**src/rtl/ahb_lite_resp_mux.sv**
```systemverilog
// AHB-Lite slave-to-master response multiplexor with an embedded default slave.
// The default slave answers unmapped or multiply-decoded transfers with a two-cycle ERROR and counts them.
module ahb_lite_resp_mux #(
    parameter int DATA_WIDTH = 32,
    parameter int NUM_SLAVES = 2,
    parameter int CNT_W      = 8
) (
    input  logic                             HCLK,
    input  logic                             HRESETn,
    input  logic [NUM_SLAVES-1:0]            HSEL,
    input  logic [1:0]                       HTRANS,
    input  logic [NUM_SLAVES*DATA_WIDTH-1:0] HRDATA_S,
    input  logic [NUM_SLAVES-1:0]            HREADYOUT_S,
    input  logic [NUM_SLAVES-1:0]            HRESP_S,
    input  logic                             ERR_CLR,
    output logic [DATA_WIDTH-1:0]            HRDATA,
    output logic                             HREADY,
    output logic                             HRESP,
    output logic [CNT_W-1:0]                 ERR_CNT,
    output logic                             DEC_FAULT
);

    localparam logic [1:0] DS_OKAY = 2'd0;
    localparam logic [1:0] DS_ERR1 = 2'd1;
    localparam logic [1:0] DS_ERR2 = 2'd2;
    localparam logic [CNT_W-1:0] CNT_MAX = {CNT_W{1'b1}};

    // Number of set select bits, saturating at 2 (only 0 / 1 / many matter).
    function automatic logic [1:0] sel_count(input logic [NUM_SLAVES-1:0] sel);
        logic [1:0] cnt;
        cnt = 2'd0;
        for (int i = 0; i < NUM_SLAVES; i++) begin
            if (sel[i] && (cnt != 2'd2)) begin
                cnt = cnt + 2'd1;
            end else begin
                cnt = cnt;
            end
        end
        return cnt;
    endfunction

    logic [NUM_SLAVES-1:0] dp_sel_r;
    logic                  dp_def_r;
    logic [1:0]            state_r;
    logic [CNT_W-1:0]      err_cnt_r;
    logic                  dec_fault_r;

    logic [1:0]            state_nxt_s;
    logic [1:0]            sel_cnt_s;
    logic                  accept_s;
    logic                  def_hit_s;
    logic                  active_s;
    logic                  err_req_s;
    logic                  err_inc_s;
    logic [DATA_WIDTH-1:0] hrdata_s;
    logic                  hready_s;
    logic                  hresp_s;

    // Response mux: default slave responses come from the FSM, otherwise from the owning slave.
    always_comb begin
        hrdata_s = {DATA_WIDTH{1'b0}};
        hready_s = 1'b1;
        hresp_s  = 1'b0;
        if (dp_def_r) begin
            case (state_r)
                DS_OKAY: begin hready_s = 1'b1; hresp_s = 1'b0; end
                DS_ERR1: begin hready_s = 1'b0; hresp_s = 1'b1; end
                DS_ERR2: begin hready_s = 1'b1; hresp_s = 1'b1; end
                default: begin hready_s = 1'b1; hresp_s = 1'b1; end
            endcase
        end else begin
            for (int i = 0; i < NUM_SLAVES; i++) begin
                if (dp_sel_r[i]) begin
                    hrdata_s = HRDATA_S[i*DATA_WIDTH +: DATA_WIDTH];
                    hready_s = HREADYOUT_S[i];
                    hresp_s  = HRESP_S[i];
                end else begin
                    hrdata_s = hrdata_s;
                end
            end
        end
    end

    // Address-phase decode and default-slave next state.
    always_comb begin
        accept_s  = hready_s;
        sel_cnt_s = sel_count(HSEL);
        def_hit_s = (sel_cnt_s != 2'd1);
        active_s  = (HTRANS == 2'b10) || (HTRANS == 2'b11);
        err_req_s = accept_s && def_hit_s && active_s;
        case (state_r)
            DS_OKAY: state_nxt_s = err_req_s ? DS_ERR1 : DS_OKAY;
            DS_ERR1: state_nxt_s = DS_ERR2;
            DS_ERR2: state_nxt_s = err_req_s ? DS_ERR1 : DS_OKAY;
            default: state_nxt_s = DS_OKAY;
        endcase
        err_inc_s = (state_nxt_s == DS_ERR1);
    end

    // Data-phase owner and default-slave state; only accepted address phases load the owner.
    always_ff @(posedge HCLK or negedge HRESETn) begin
        if (!HRESETn) begin
            dp_sel_r <= {NUM_SLAVES{1'b0}};
            dp_def_r <= 1'b1;
            state_r  <= DS_OKAY;
        end else begin
            state_r <= state_nxt_s;
            if (accept_s) begin
                dp_sel_r <= def_hit_s ? {NUM_SLAVES{1'b0}} : HSEL;
                dp_def_r <= def_hit_s;
            end else begin
                dp_sel_r <= dp_sel_r;
                dp_def_r <= dp_def_r;
            end
        end
    end

    // Software-visible error counter and sticky fault flag; clear wins over update.
    always_ff @(posedge HCLK or negedge HRESETn) begin
        if (!HRESETn) begin
            err_cnt_r   <= {CNT_W{1'b0}};
            dec_fault_r <= 1'b0;
        end else if (ERR_CLR) begin
            err_cnt_r   <= {CNT_W{1'b0}};
            dec_fault_r <= 1'b0;
        end else begin
            if (err_inc_s && (err_cnt_r != CNT_MAX)) begin
                err_cnt_r <= err_cnt_r + {{(CNT_W-1){1'b0}}, 1'b1};
            end else begin
                err_cnt_r <= err_cnt_r;
            end
            if (accept_s && (sel_cnt_s == 2'd2)) begin
                dec_fault_r <= 1'b1;
            end else begin
                dec_fault_r <= dec_fault_r;
            end
        end
    end

    assign HRDATA    = hrdata_s;
    assign HREADY    = hready_s;
    assign HRESP     = hresp_s;
    assign ERR_CNT   = err_cnt_r;
    assign DEC_FAULT = dec_fault_r;

endmodule

```
**config.mk**
```make
export PLATFORM = sky130hd
export DESIGN_NAME = ahb_lite_resp_mux
export DESIGN_NICKNAME = d
export VERILOG_FILES = /design/src/rtl/ahb_lite_resp_mux.sv
export SDC_FILE = /design/constraint.sdc
export NUM_CORES = 1
export LEC_CHECK = 0
export CORE_MARGIN = 3
export CORE_UTILIZATION = 29
export CTS_BUF_LIST = sky130_fd_sc_hd__clkbuf_8
export DETAILED_ROUTE_END_ITERATION = 10
export PLACE_DENSITY = 0.8
export RECOVER_POWER = 50
export SLEW_MARGIN = 20
export SYNTH_ARGS = -nofsm -noshare
export SYNTH_HDL_FRONTEND = slang
export SYNTH_SLANG_ARGS = --single-unit
```
**constraint.sdc**
```tcl
create_clock -name HCLK -period 1.72 [get_ports HCLK]
set_input_delay 0.344 -clock HCLK [delete_from_list [all_inputs] [get_ports HCLK]]
set_output_delay 0.344 -clock HCLK [all_outputs]
set_load 0.01 [all_outputs]
```
==> impl_metrics.xml, run 1 <==
<?xml version="1.0" encoding="UTF-8"?>
<metrics>
  <group name="outcome">
    <metric name="run_status" unit="">complete, but fails checks</metric>
    <metric name="violations" unit="">negative setup slack</metric>
  </group>
  <group name="synthesis">
    <metric name="post_synth_main_area_contributors" unit="">sky130_fd_sc_hd__dfrtp_1 25%, sky130_fd_sc_hd__a22oi_1 19%, sky130_fd_sc_hd__nor2_1 11%</metric>
    <metric name="post-synth-top-count-cell" unit="">sky130_fd_sc_hd__nor2_1</metric>
    <metric name="yosys_warnings" unit="">0</metric>
    <metric name="synthArstFlopShare" unit="">1.000</metric>
    <metric name="yosys_register_bits" unit="">14</metric>
    <metric name="post-synth-top-area-fraction" unit="">0.2549</metric>
    <metric name="number_of_synthesized_flops_with_an_enable_pin" unit="">0</metric>
    <metric name="synth-main-ff-cell" unit="">sky130_fd_sc_hd__dfrtp_1</metric>
    <metric name="post_synth.cell_area_avg" unit="sq um">8.287</metric>
    <metric name="netlist.top_cell.by_area" unit="">sky130_fd_sc_hd__dfrtp_1</metric>
    <metric name="post_synth_inst_count" unit="">154</metric>
    <metric name="netlist_area" unit="sq mm">0.001276</metric>
    <metric name="syn-num-nets" unit="">233</metric>
    <metric name="seq_area_frac_synth" unit="">0.2755</metric>
    <metric name="synth_cell_types" unit="">32</metric>
    <metric name="synth_commonest_cells" unit="">38 x sky130_fd_sc_hd__nor2_1, 32 x sky130_fd_sc_hd__a22oi_1, 13 x sky130_fd_sc_hd__dfrtp_1</metric>
  </group>
  <group name="global_route">
    <metric name="globalRouteOverflowTotal" unit="">0</metric>
    <metric name="antenna_found_initial" unit="">0</metric>
    <metric name="globalRouteTotalUtil" unit="">0.2077</metric>
    <metric name="grt_max_degree" unit="">22</metric>
    <metric name="grt_first_pass_wirelength" unit="um">8569</metric>
    <metric name="first_global_vias" unit="">1788</metric>
  </group>
  <group name="placed_design">
    <metric name="placement.cell_area" unit="sq mm">0.002639</metric>
    <metric name="io_buffers" unit="">116</metric>
    <metric name="post-place-ws" unit="ps">-616.8</metric>
    <metric name="routabilityCongestion" unit="">0.7949</metric>
    <metric name="dp_hpwl" unit="um">4102</metric>
  </group>
  <group name="timing">
    <metric name="fmaxAchievable" unit="GHz">0.5566</metric>
    <metric name="final-max-slew-violation-count" unit="">0</metric>
    <metric name="finalCritPeriodShare" unit="">1.044</metric>
    <metric name="fin_worst_skew" unit="ps">2.515</metric>
    <metric name="fin_worst_setup_slack" unit="ps">-76.51</metric>
    <metric name="holdWs" unit="ps">523.7</metric>
    <metric name="period_needed" unit="ps">1797</metric>
    <metric name="final-setup-viol-count" unit="">23</metric>
    <metric name="rsz0062_at_grt" unit="">yes</metric>
    <metric name="relSlewSlack" unit="">0.4763</metric>
    <metric name="tightestPinTransition" unit="ps">785.6</metric>
    <metric name="final_hold_vio_count" unit="">0</metric>
  </group>
  <group name="critical_path">
    <metric name="cpLargestDelayFamily" unit="">flip-flops</metric>
    <metric name="path_class" unit="">reg -&gt; out</metric>
    <metric name="timing.critical_path.slowest_cell_delay" unit="ps">440</metric>
    <metric name="critical_path.max_fanout" unit="">8</metric>
    <metric name="worst_path_required_time" unit="ps">1380</metric>
    <metric name="timing.critical_path.cells" unit="">nor2b_4 &gt; buf_6 &gt; buf_16 &gt; a22oi_1 &gt; nor2_1 &gt; buf_2</metric>
    <metric name="critPathLaunchType" unit="">register</metric>
    <metric name="crit_path_end_kind" unit="">primary output</metric>
    <metric name="cp.arrival" unit="ps">1450</metric>
    <metric name="critPathSlowestCell" unit="">sky130_fd_sc_hd__dfrtp_2</metric>
    <metric name="crit_buf_inv" unit="">3</metric>
  </group>
  <group name="die">
    <metric name="die_x" unit="um">72.34</metric>
    <metric name="initial_core_util" unit="">0.3101</metric>
    <metric name="total_number_of_placement_rows" unit="">23</metric>
    <metric name="count_of_boundary_i_o_pins" unit="">118</metric>
    <metric name="dieHeight" unit="um">72.34</metric>
    <metric name="die_area" unit="sq mm">0.005233</metric>
    <metric name="coreArea" unit="sq mm">0.004115</metric>
  </group>
  <group name="cts">
    <metric name="clk_latency" unit="ps">250</metric>
    <metric name="clock_path_buffers" unit="">2</metric>
    <metric name="cts_inserted_buffers" unit="">3</metric>
    <metric name="cts-root-buf" unit="">sky130_fd_sc_hd__clkbuf_8</metric>
    <metric name="clk_pin_slew" unit="ps">60</metric>
    <metric name="hold_buffers" unit="">0</metric>
    <metric name="htree_levels" unit="">1</metric>
    <metric name="clock_sinks" unit="">14</metric>
    <metric name="tritoncts" unit="">yes</metric>
  </group>
  <group name="detailed_routing">
    <metric name="totalWireLength" unit="um">5506</metric>
    <metric name="residual_antenna_violating_net_count_after_detailed_routing" unit="">0</metric>
    <metric name="routedWlPerCell" unit="um">15.96</metric>
    <metric name="drt-vias-per-instance" unit="">5.052</metric>
    <metric name="routed_vias" unit="">1743</metric>
    <metric name="drt_iter0_markers" unit="">60</metric>
    <metric name="drt_pass1_iterations" unit="">4</metric>
    <metric name="drt_drc_violations_left" unit="">0</metric>
  </group>
  <group name="cells_and_area">
    <metric name="layout.nets" unit="">375</metric>
    <metric name="n_antenna_cell" unit="">0</metric>
    <metric name="design_area" unit="sq mm">0.002794</metric>
    <metric name="drive_gt1_frac" unit="">0.3627</metric>
    <metric name="synthToLayoutAreaGrowth" unit="%">118.9</metric>
    <metric name="finalCoreUtilization" unit="">0.6789</metric>
  </group>
  <group name="power_and_ir_drop">
    <metric name="power.leakage" unit="nW">1.245</metric>
    <metric name="power.density_cell_area" unit="mW/mm^2">565.9</metric>
    <metric name="post-layout-total-power" unit="mW">1.581</metric>
    <metric name="irDropWorstVdd" unit="mV">0.4080</metric>
  </group>
  <group name="run">
    <metric name="drv.max_cap_violation_count" unit="">0</metric>
  </group>
  <group name="worst_hold_path">
    <metric name="hp-class" unit="">reg -&gt; reg</metric>
  </group>
</metrics>
## metrics by stage
stage / setup TNS, ps / cells
2_1_floorplan: 0 / 154
3_3_place_gp: -9428 / 330
3_5_place_dp: -10380 / 330
4_1_cts: -1020 / 342
5_1_grt: -3523 / 345
6_report: -1087 / 345
## layer usage
metal | GRT usage | vias to the layer above | wire, um
met1 | 0.2595 | 823 | 2156
li1 | - | 848 | -
met3 | 0.02770 | 8 | 330
met5 | 0 | - | 0
met2 | 0.3660 | 64 | 2926
met4 | 0.06681 | 0 | 93
## registers in the layout (all words and copies together), names as in the netlist
signal	count
ERR_CNT	8
dp_sel_r	2
DEC_FAULT	1
dp_def_r	1
state_r	2
## what timing repair did
action,CTS,global route
cloned,2,0
pin swaps,5,8
setup endpoints to repair,42,42
gates resized for setup,162,14
buffers inserted,7,3
## layout make-up
| class | count | area, sq um |
|---|---|---|
| fillers | 321 | 1321 |
| flip-flops and latches | 14 | 352.8 |
| inverters | 4 | 15.01 |
| well taps | 50 | 62.56 |
| clock buffers | 4 | 55.05 |
| repair buffers | 152 | 1349 |
| multi-input cells | 121 | 959.7 |
## layout by cell type, fill, tap and decap left out, types with 3 or more instances in the layout
master,count
sky130_fd_sc_hd__mux2_4,3
sky130_fd_sc_hd__ha_1,3
sky130_fd_sc_hd__buf_4,23
sky130_fd_sc_hd__a21oi_1,4
sky130_fd_sc_hd__a22oi_1,22
sky130_fd_sc_hd__clkdlybuf4s50_1,77
sky130_fd_sc_hd__inv_1,3
sky130_fd_sc_hd__buf_6,9
sky130_fd_sc_hd__dfrtp_1,12
sky130_fd_sc_hd__clkbuf_8,4
sky130_fd_sc_hd__mux2_2,3
sky130_fd_sc_hd__buf_2,34
sky130_fd_sc_hd__nor2_1,37
sky130_fd_sc_hd__a22oi_2,10
sky130_fd_sc_hd__nor2b_1,6
## cell families (layout without fill, tap and decap cells)
family                     after synthesis  after routing  share of synthesized area
AOI/OAI and AO/OA                       45             45                     0.2686
adders and majority gates                4              4                    0.03922
DFF                                     14             14                     0.2755
and+or+nand+nor                         64             64                     0.2726
muxes                                    8              8                    0.07745
buffers and inverters                   19            160                    0.06666
## where the power goes
group	leakage (nW)	internal, mW	switching [mW]
Sequential	0.186	0.354	0.0207
Combinational	1.03	0.489	0.384
Clock	0.0288	0.203	0.131
## worst paths after layout
path	start	end	cells past startpoint	slack (ps)
setup / recovery	dp_sel_r[1]	HRDATA[2]	6	-80
hold / removal	DEC_FAULT	DEC_FAULT	1	520
setup reg to reg	dp_sel_r[1]	ERR_CNT[2]	6	-30
hold reg to reg	DEC_FAULT	DEC_FAULT	1	520
max in group asynchronous	HRESETn	dp_sel_r[1]	2	490
min in group asynchronous	HRESETn	ERR_CNT[3]	2	690
Power figures use the tool's default switching activity.
==> run 2: changes to the inputs <==
--- a/config.mk
+++ b/config.mk
@@ -5,7 +5,6 @@
 export SDC_FILE = /design/constraint.sdc
 export NUM_CORES = 1
 export LEC_CHECK = 0
-export CORE_MARGIN = 3
 export CORE_UTILIZATION = 29
 export CTS_BUF_LIST = sky130_fd_sc_hd__clkbuf_8
 export DETAILED_ROUTE_END_ITERATION = 10
==> run 2 against run 1 <==
The flow still finishes with violations (negative setup slack). Clock skew up 4.4 ps. Routed wire length down 6.3%. Clock power about the same. Design area shrank 4.2%. Sequential power is 1% higher. Hold slack got worse by 0.88 ps. Via count fell by 3.6%. Fmax grew 3.4%. Critical path depth stayed put. Clock-buffer cell count did not move. Sequential cell count unchanged. Core utilization down 2.8 points. Critical endpoint is now ERR_CNT[2]. Largest cell class unchanged.
==> impl_metrics.xml, run 2 (synthesis gave the netlist of run 1 again) <==
<?xml version="1.0" encoding="UTF-8"?>
<metrics>
  <group name="timing">
    <metric name="relSlewSlack" unit="">0.4655</metric>
    <metric name="finalCritPeriodShare" unit="">1.010</metric>
    <metric name="fin_worst_setup_slack" unit="ps">-16.86</metric>
    <metric name="timing.setup.tns" unit="ps">-53.54</metric>
    <metric name="period_needed" unit="ps">1737</metric>
    <metric name="tightestPinTransition" unit="ps">801.8</metric>
    <metric name="final_hold_vio_count" unit="">0</metric>
    <metric name="fin_worst_skew" unit="ps">6.940</metric>
    <metric name="rsz0062_at_grt" unit="">yes</metric>
    <metric name="fmaxAchievable" unit="GHz">0.5758</metric>
    <metric name="final-max-slew-violation-count" unit="">0</metric>
    <metric name="final-setup-viol-count" unit="">4</metric>
  </group>
  <group name="cells_and_area">
    <metric name="synthToLayoutAreaGrowth" unit="%">109.8</metric>
    <metric name="max_reg_flops" unit="">8</metric>
    <metric name="layout_commonest_cell" unit="">sky130_fd_sc_hd__clkdlybuf4s50_1</metric>
    <metric name="finalCoreUtilization" unit="">0.6507</metric>
    <metric name="most-common-layout-cells" unit="">77 x sky130_fd_sc_hd__clkdlybuf4s50_1, 37 x sky130_fd_sc_hd__nor2_1, 34 x sky130_fd_sc_hd__buf_2</metric>
    <metric name="fillcell_total" unit="">354</metric>
    <metric name="layout.nets" unit="">369</metric>
    <metric name="drive_gt1_frac" unit="">0.3391</metric>
    <metric name="n_antenna_cell" unit="">0</metric>
  </group>
  <group name="critical_path">
    <metric name="critPathSlowestCell" unit="">sky130_fd_sc_hd__dfrtp_2</metric>
    <metric name="regToRegEndpoint" unit="">ERR_CNT[2]</metric>
    <metric name="timing.critical_path.cells" unit="">buf_6 &gt; or3b_4 &gt; o311ai_4 &gt; buf_4 &gt; nor3b_2 &gt; mux2_4</metric>
    <metric name="r2r.worst_path.cells" unit="">6</metric>
    <metric name="reg2reg_slack" unit="ps">-20</metric>
    <metric name="worst_path_required_time" unit="ps">1860</metric>
    <metric name="rr_startpoint" unit="">dp_sel_r[1]</metric>
    <metric name="path_class" unit="">reg -&gt; reg</metric>
    <metric name="critical_path.max_fanout" unit="">6</metric>
    <metric name="cp.arrival" unit="ps">1880</metric>
    <metric name="critPathLaunchType" unit="">register</metric>
    <metric name="crit_path_end_kind" unit="">register</metric>
    <metric name="timing.critical_path.slowest_cell_delay" unit="ps">450</metric>
  </group>
  <group name="die">
    <metric name="dieHeight" unit="um">68.34</metric>
    <metric name="initial_core_util" unit="">0.3101</metric>
    <metric name="coreArea" unit="sq mm">0.004115</metric>
    <metric name="total_number_of_placement_rows" unit="">23</metric>
    <metric name="count_of_boundary_i_o_pins" unit="">118</metric>
    <metric name="die_x" unit="um">68.34</metric>
    <metric name="die_area" unit="sq mm">0.004670</metric>
  </group>
  <group name="detailed_routing">
    <metric name="totalWireLength" unit="um">5157</metric>
    <metric name="routed_vias" unit="">1680</metric>
    <metric name="drt_iter0_markers" unit="">60</metric>
    <metric name="drt_drc_violations_left" unit="">0</metric>
    <metric name="residual_antenna_violating_net_count_after_detailed_routing" unit="">0</metric>
    <metric name="drt_pass1_iterations" unit="">4</metric>
    <metric name="routedWlPerCell" unit="um">15.21</metric>
    <metric name="drt-vias-per-instance" unit="">4.956</metric>
  </group>
  <group name="worst_hold_path">
    <metric name="capture_endpoint_of_the_worst_hold_path" unit="">DEC_FAULT</metric>
    <metric name="hold_depth" unit="">1</metric>
    <metric name="hp-class" unit="">reg -&gt; reg</metric>
    <metric name="hold_start" unit="">DEC_FAULT</metric>
  </group>
  <group name="global_route">
    <metric name="first_global_vias" unit="">1616</metric>
    <metric name="grt_max_degree" unit="">21</metric>
    <metric name="globalRouteOverflowTotal" unit="">0</metric>
    <metric name="grt_first_pass_wirelength" unit="um">7458</metric>
    <metric name="globalRouteTotalUtil" unit="">0.2142</metric>
    <metric name="antenna_found_initial" unit="">0</metric>
  </group>
  <group name="cts">
    <metric name="htree_levels" unit="">1</metric>
    <metric name="cts-root-buf" unit="">sky130_fd_sc_hd__clkbuf_8</metric>
    <metric name="tritoncts" unit="">yes</metric>
    <metric name="cts_inserted_buffers" unit="">3</metric>
    <metric name="clock_sinks" unit="">14</metric>
    <metric name="clk_latency" unit="ps">250</metric>
    <metric name="clock_path_buffers" unit="">2</metric>
    <metric name="clk_pin_slew" unit="ps">70</metric>
  </group>
  <group name="power_and_ir_drop">
    <metric name="irDropWorstVdd" unit="mV">0.4048</metric>
    <metric name="power.density_cell_area" unit="mW/mm^2">564.0</metric>
    <metric name="power.switching" unit="uW">509.8</metric>
    <metric name="p_seq_frac" unit="">0.250</metric>
    <metric name="combinationalPowerShare" unit="">0.529</metric>
    <metric name="power.leakage" unit="nW">1.173</metric>
    <metric name="switching_share" unit="">0.3375</metric>
    <metric name="p_int" unit="mW">1.000</metric>
    <metric name="share_clk_of_total_power" unit="">0.221</metric>
  </group>
  <group name="outcome">
    <metric name="violations" unit="">negative setup slack</metric>
    <metric name="run_status" unit="">complete, but fails checks</metric>
  </group>
  <group name="placed_design">
    <metric name="io_buffers" unit="">116</metric>
    <metric name="dp_hpwl" unit="um">3897</metric>
    <metric name="routabilityCongestion" unit="">0.8053</metric>
  </group>
  <group name="run">
    <metric name="drv.max_cap_violation_count" unit="">0</metric>
  </group>
</metrics>
-- run 2: area by class of cell --
cell class | count | area [sq um] | area share
Tap cell | 50 | 62.56 | 0.02336
Multi-Input combinational cell | 121 | 924.6 | 0.3453
Timing Repair Buffer | 146 | 1267 | 0.4734
Clock buffer | 4 | 55.05 | 0.02056
Sequential cell | 14 | 352.8 | 0.1318
Inverter | 4 | 15.01 | 0.005607
-- run 2: worst max path at each step --
stage | start | to | slack, ps | depth (start not counted)
2_1_floorplan | dp_sel_r[1] | HRDATA[11] | 20 | 6
3_3_place_gp | HSEL[0] | ERR_CNT[4] | -550 | 7
3_5_place_dp | HSEL[0] | ERR_CNT[5] | -610 | 8
4_1_cts | dp_sel_r[1] | HRDATA[14] | -40 | 6
5_1_grt | dp_sel_r[1] | HRESP | -100 | 5
6_report | dp_sel_r[1] | ERR_CNT[2] | -20 | 6
-- run 2: per-layer routing --
metal	global-route usage	vias to the layer above	share of wire
met1	0.2634	770	0.40
met2	0.3664	65	0.51
li1	-	833	-
met5	0	-	0
met4	0.08073	0	0.023
met3	0.04000	12	0.067
-- run 2: power by group through the flow --
stage | Sequential [mW] | Combinational [mW] | Clock, mW
2_1_floorplan | 0.374 | 0.329 | 0
3_3_place_gp | 0.378 | 0.795 | 0
3_5_place_dp | 0.379 | 0.807 | 0
4_1_cts | 0.380 | 0.792 | 0.335
5_1_grt | 0.381 | 0.874 | 0.347
6_report | 0.378 | 0.798 | 0.334
-- run 2: repair_timing --
action,in CTS,in global routing
setup buffers,3,2
resized for setup,162,11
gates cloned,1,0
pin swaps,3,6
hold buffers,0,0
endpoints found under the setup margin,42,40
-- run 2: stage by stage --
step | setup WS [ps] | hold WS (ps) | cells | total power, mW | instance area [sq um]
final | -16.86 | 522.8 | 339 | 1.510 | 2678
after global routing | -95.26 | 541.7 | 339 | 1.602 | 2678
after CTS | -38.37 | 399.1 | 338 | 1.506 | 2648
after detailed placement | -614.9 | 502.2 | 330 | 1.185 | 2639
after global placement | -548.9 | 504.0 | 330 | 1.173 | 2639
after floorplan | 15.70 | 48.41 | 154 | 0.7037 | 1282
-- run 2: critical path, delay by kind of cell (launching register included) --
kind | cells | cell delay [ps]
flops | 1 | 450
simple gates | 2 | 410
buf+inv | 2 | 330
mux | 1 | 310
compound gates | 1 | 140
